==> src/rtl/scaled_sample_narrower.sv <==
// scaled_sample_narrower: saturates strobed 64-bit I/Q/sum triplets to OUT_W bits and buffers them in a FWFT FIFO with drop/saturation counters
module scaled_sample_narrower #(
  parameter int IN_W  = 64,
  parameter int OUT_W = 32,
  parameter int DEPTH = 8,
  parameter int CNT_W = 16
) (
  input  logic                     M100CLK,
  input  logic                     reset,
  input  logic                     clear,
  input  logic                     in_strobe,
  input  logic [IN_W-1:0]          i_scaled,
  input  logic [IN_W-1:0]          q_scaled,
  input  logic [IN_W-1:0]          sum_scaled,
  output logic                     out_valid,
  input  logic                     out_ack,
  output logic [OUT_W-1:0]         i_out,
  output logic [OUT_W-1:0]         q_out,
  output logic [OUT_W-1:0]         sum_out,
  output logic [2:0]               sat_flags,
  output logic [$clog2(DEPTH):0]   fill_level,
  output logic [CNT_W-1:0]         drop_count,
  output logic [CNT_W-1:0]         sat_count
);
  localparam int AW = $clog2(DEPTH);
  localparam int EW = 3 * OUT_W + 3;
  // returns {flag, value}; overflow clamps toward the input's sign
  function automatic logic [OUT_W:0] narrow(input logic [IN_W-1:0] v);
    logic same;
    same = &v[IN_W-1:OUT_W-1] | ~|v[IN_W-1:OUT_W-1];
    return same ? {1'b0, v[OUT_W-1:0]} : {1'b1, v[IN_W-1], {(OUT_W-1){~v[IN_W-1]}}};
  endfunction
  logic [OUT_W:0] ni, nq, ns;
  logic           s1_valid;
  logic [EW-1:0]  s1_entry;
  logic [EW-1:0]  mem [DEPTH];
  logic [AW-1:0]  wr_ptr, rd_ptr;
  logic           full, pop, wr, drop, sat_inc;
  assign ni = narrow(i_scaled);
  assign nq = narrow(q_scaled);
  assign ns = narrow(sum_scaled);
  assign out_valid = fill_level != '0;
  assign full = fill_level == (AW+1)'(DEPTH);
  assign pop = out_valid & out_ack;
  assign wr = s1_valid & (~full | pop);
  assign drop = s1_valid & full & ~pop;
  assign sat_inc = wr & |s1_entry[EW-1:EW-3];
  assign {sat_flags, sum_out, q_out, i_out} = out_valid ? mem[rd_ptr] : '0;
  always_ff @(posedge M100CLK or negedge reset) begin
    if (!reset) begin
      s1_valid <= 1'b0;
      s1_entry <= '0;
    end else begin
      s1_valid <= in_strobe;
      if (in_strobe) s1_entry <= {ns[OUT_W], nq[OUT_W], ni[OUT_W], ns[OUT_W-1:0], nq[OUT_W-1:0], ni[OUT_W-1:0]};
    end
  end
  always_ff @(posedge M100CLK) begin
    if (wr) mem[wr_ptr] <= s1_entry;
  end
  always_ff @(posedge M100CLK or negedge reset) begin
    if (!reset) begin
      wr_ptr <= '0;
      rd_ptr <= '0;
      fill_level <= '0;
      drop_count <= '0;
      sat_count <= '0;
    end else begin
      wr_ptr <= wr ? wr_ptr + AW'(1) : wr_ptr;
      rd_ptr <= pop ? rd_ptr + AW'(1) : rd_ptr;
      fill_level <= fill_level + {{AW{1'b0}}, wr} - {{AW{1'b0}}, pop};
      drop_count <= clear ? '0 : (drop && ~&drop_count) ? drop_count + CNT_W'(1) : drop_count;
      sat_count <= clear ? '0 : (sat_inc && ~&sat_count) ? sat_count + CNT_W'(1) : sat_count;
    end
  end
endmodule

==> config.mk <==
export PLATFORM = sky130hd
export DESIGN_NAME = scaled_sample_narrower
export DESIGN_NICKNAME = d
export VERILOG_FILES = /design/src/rtl/scaled_sample_narrower.sv
export SDC_FILE = /design/constraint.sdc
export NUM_CORES = 1
export LEC_CHECK = 0
export ABC_AREA = 1
export CAP_MARGIN = 5
export CELL_PAD_IN_SITES_DETAIL_PLACEMENT = 1
export CELL_PAD_IN_SITES_GLOBAL_PLACEMENT = 2
export CORE_MARGIN = 3
export CORE_UTILIZATION = 30
export CTS_CLUSTER_DIAMETER = 40
export CTS_CLUSTER_SIZE = 25
export DETAILED_ROUTE_END_ITERATION = 10
export PLACE_DENSITY_LB_ADDON = 0.1
export SYNTH_ARGS = -nofsm -noshare
export SYNTH_HDL_FRONTEND = slang
export SYNTH_SLANG_ARGS = --single-unit
==> constraint.sdc <==
create_clock -name M100CLK -period 6.3 [get_ports M100CLK]
set_input_delay 1.26 -clock M100CLK [delete_from_list [all_inputs] [get_ports M100CLK]]
set_output_delay 1.26 -clock M100CLK [all_outputs]
set_load 0.01 [all_outputs]
==> impl_metrics.json <==
{
  "status": "completed",
  "synth_cells": 3367,
  "vias_per_cell": 4.979,
  "synth-edff-count": 792,
  "port_buffers": 332,
  "area_growth_pct": 27.95,
  "p_leak_nw": 17.17,
  "dp_hpwl_um": 67810,
  "max-slew-margin-rel": 0.04950,
  "path_delay_family": "buffers and inverters",
  "total_power_mw": 24.45,
  "post-cts-setup-buffers": 0,
  "cts_tree": "built",
  "final_core_util": 0.3886,
  "hold_ws_ps": 448.0,
  "ys_warn_count": 0,
  "maxCapViolations": 0,
  "fmax_ghz": 0.1869,
  "powerDensity_nw_per_um2": 498.4,
  "clockBufferDepth": 3,
  "numClockSinks": 934,
  "synth_async_sr_flop_share": 0.1520,
  "synth-seq-area-share": 0.7130,
  "hold_path.class": "primary input to asynchronous set/reset pin",
  "h-tree-depth": 4,
  "max_stage_delay_ps": 900,
  "firstDrtPassIters": 7,
  "num_io_pins": 333,
  "grt-ovfl-total": 0,
  "slew_violations": 0,
  "crit_path_end_kind": "output port",
  "finalSetupViolations": 0,
  "drive_gt1_frac": 0.09415,
  "cts_resized": 0,
  "tightestPinTransition_ps": 1426,
  "regArea_um2": 27340,
  "clkLatencyLatePin_ps": 750,
  "drc": 0,
  "critPathSlowestCell": "dfrtp_4",
  "hold_viol": 0,
  "grt_pass1_vias": 29970,
  "dr_total_vias": 27360,
  "synth.avg_cell_area_um2": 11.39,
  "grt_pass1_wl_um": 184100,
  "cp_cell_sequence": "buf_4, o21ai_0, o21ai_0, o21ai_0, a31oi_1, clkdlybuf4s50_1",
  "dieHeight_um": 363.5,
  "finClkSkew_ps": 28.11,
  "path_common_cell": "o21ai_0",
  "clkTransAtPathRegs_ps": 50,
  "grt_antenna_before_repair": 1,
  "cts_hold_buf": 0,
  "cp_data_arrival_time_ps": 4090,
  "row_count": 130,
  "antenna_left": 0,
  "fin_crit_ps": 5351,
  "fp.dieArea_um2": 132100,
  "syn-cell-area_um2": 38340,
  "detail_route.wl_per_cell_um": 22.20,
  "wirelength_um": 122000,
  "ir_drop_mv": 0.5292,
  "cp_max_fo": 55,
  "synthDistinctLibCells": 37,
  "drt_iter0_markers": 1531,
  "diodes": 0,
  "start_util": 0.3037,
  "synth_fp_nets": 3574,
  "crit_type": "flop to output port",
  "fin_crit_sh": 0.8493,
  "cts-root-buf": "clkbuf_16",
  "fp.coreArea_um2": 126200,
  "cp_num_buf_inv": 2,
  "synth_ff_type": "edfxtp_1",
  "worst_ep_required_time_ps": 5040,
  "cts_buffers": 166,
  "synth_seq_cells": 934,
  "die_w_um": 363.5,
  "nFillCells": 13450,
  "multiInputGateArea_um2": 9812,
  "place.gp.congestion": 0.7734,
  "track_usage": 0.1838,
  "rsz0062_at_grt": "false",
  "grt_max_degree": 225,
  "start_kind": "flop",
  "nNetsFinal": 3910
}
[final timing paths]
kind	startpoint	depth (start not counted)	slack, ps	to
setup / recovery	rd_ptr[1]	6	950	i_out[2]
hold / removal	reset	1	450	sat_count[9]
setup reg to reg	fill_level[2]	8	2230	mem[3][39]
hold reg to reg	wr_ptr[0]	2	540	wr_ptr[0]
max in group asynchronous	reset	2	4700	s1_entry[48]
min in group M100CLK	wr_ptr[0]	2	540	wr_ptr[0]
[cell families (layout without fill, tap and decap cells)]
family | after synthesis | after routing | share of synthesized area
AND/OR/NAND/NOR | 1374 | 1374 | 0.1446
flip-flops | 934 | 934 | 0.7130
buffers and inverters | 282 | 760 | 0.03286
AO/OA/AOI/OAI | 744 | 744 | 0.1008
XOR/XNOR | 23 | 23 | 0.005255
adder cells (fa/ha/maj) | 10 | 10 | 0.003459
[where the power goes]
group / internal, mW / switching, mW / total, mW
Sequential: 7.65 / 0.401 / 8.05
Combinational: 2.60 / 4.76 / 7.36
Clock: 5.82 / 3.23 / 9.04
Total: 16.1 / 8.39 / 24.4
[layer usage]
metal	GRT usage	wire length, µm
met2	0.3066	58130
met5	0	17
met1	0.2379	54790
met4	0.05944	3207
met3	0.03998	5870
[synthesized netlist by cell type, types with 2 or more instances]
library cell	instances	area (µm²)
a21oi_1	33	165.2
a31oi_1	99	619.3
buf_1	27	101.4
buf_2	49	245.2
buf_4	9	67.56
buf_6	12	135.1
clkbuf_1	112	420.4
clkinv_1	2	7.510
dfrtp_1	142	3553
edfxtp_1	792	23780
ha_1	9	112.6
inv_1	66	247.7
inv_2	3	11.26
nand2_1	244	915.9
nand2_2	3	18.77
nand3_1	171	855.8
nand3b_1	10	75.07
nand4_1	21	131.4
nor2_1	909	3412
nor2_4	2	22.52
nor3_1	8	40.04
o21ai_0	485	2427
o21ai_1	124	620.6
xnor2_1	2	17.52
xor2_1	21	183.9
[through the flow]
| step | setup TNS (ps) | worst slack (ps) | instance area [µm²] | cells |
|---|---|---|---|---|
| final | 0 | 949.2 | 49050 | 5495 |
| after global routing | 0 | 636.3 | 49050 | 5495 |
| after CTS | 0 | 813.4 | 49050 | 5495 |
| after detailed placement | 0 | 1645 | 43340 | 5185 |
| after global placement | 0 | 1625 | 43340 | 5185 |
| after floorplan | -122030 | -308.2 | 38350 | 3367 |
[state kept, by name (all words and copies together) (netlist names)]
register / flops
s1_valid: 1
drop_count: 16
s1_entry: 99
fill_level: 4
wr_ptr: 3
rd_ptr: 3
mem: 792
sat_count: 16
[cell usage in the layout (no fill, tap or decap), types with 2 or more instances in the layout]
cell,netlist,routed
buf_12,0,13
clkdlybuf4s50_1,0,329
inv_1,66,66
clkinv_2,0,21
clkinvlp_4,0,17
o21ai_1,124,124
nand3_1,171,171
nand3b_1,10,10
nor2_1,909,901
a31oi_1,99,99
ha_1,9,9
clkbuf_1,112,16
xor2_1,21,21
inv_8,0,3
clkinv_4,0,27
inv_2,3,2
o21ai_0,485,485
inv_6,1,21
nand2_1,244,242
nor2_4,2,10
nand4_1,21,21
dfrtp_4,0,2
clkinv_8,0,5
edfxtp_1,792,792
clkbuf_16,0,170
bufinv_16,0,19
clkbuf_8,0,5
nand2_2,3,4
clkinv_1,2,11
a21oi_1,33,33
dfrtp_1,142,140
nor3_1,8,8
xnor2_1,2,2
buf_4,9,34
[final cells by class]
class / count / share of cell area
clock buffer: 190 / 0.08907
clock inverter: 120 / 0.02734
multi-input combinational: 2151 / 0.2000
sequential: 934 / 0.5574
timing repair buffer: 378 / 0.07803
tap: 1650 / 0.04209
inverter: 72 / 0.005994
Note: power is estimated with default switching activity, not from simulation.
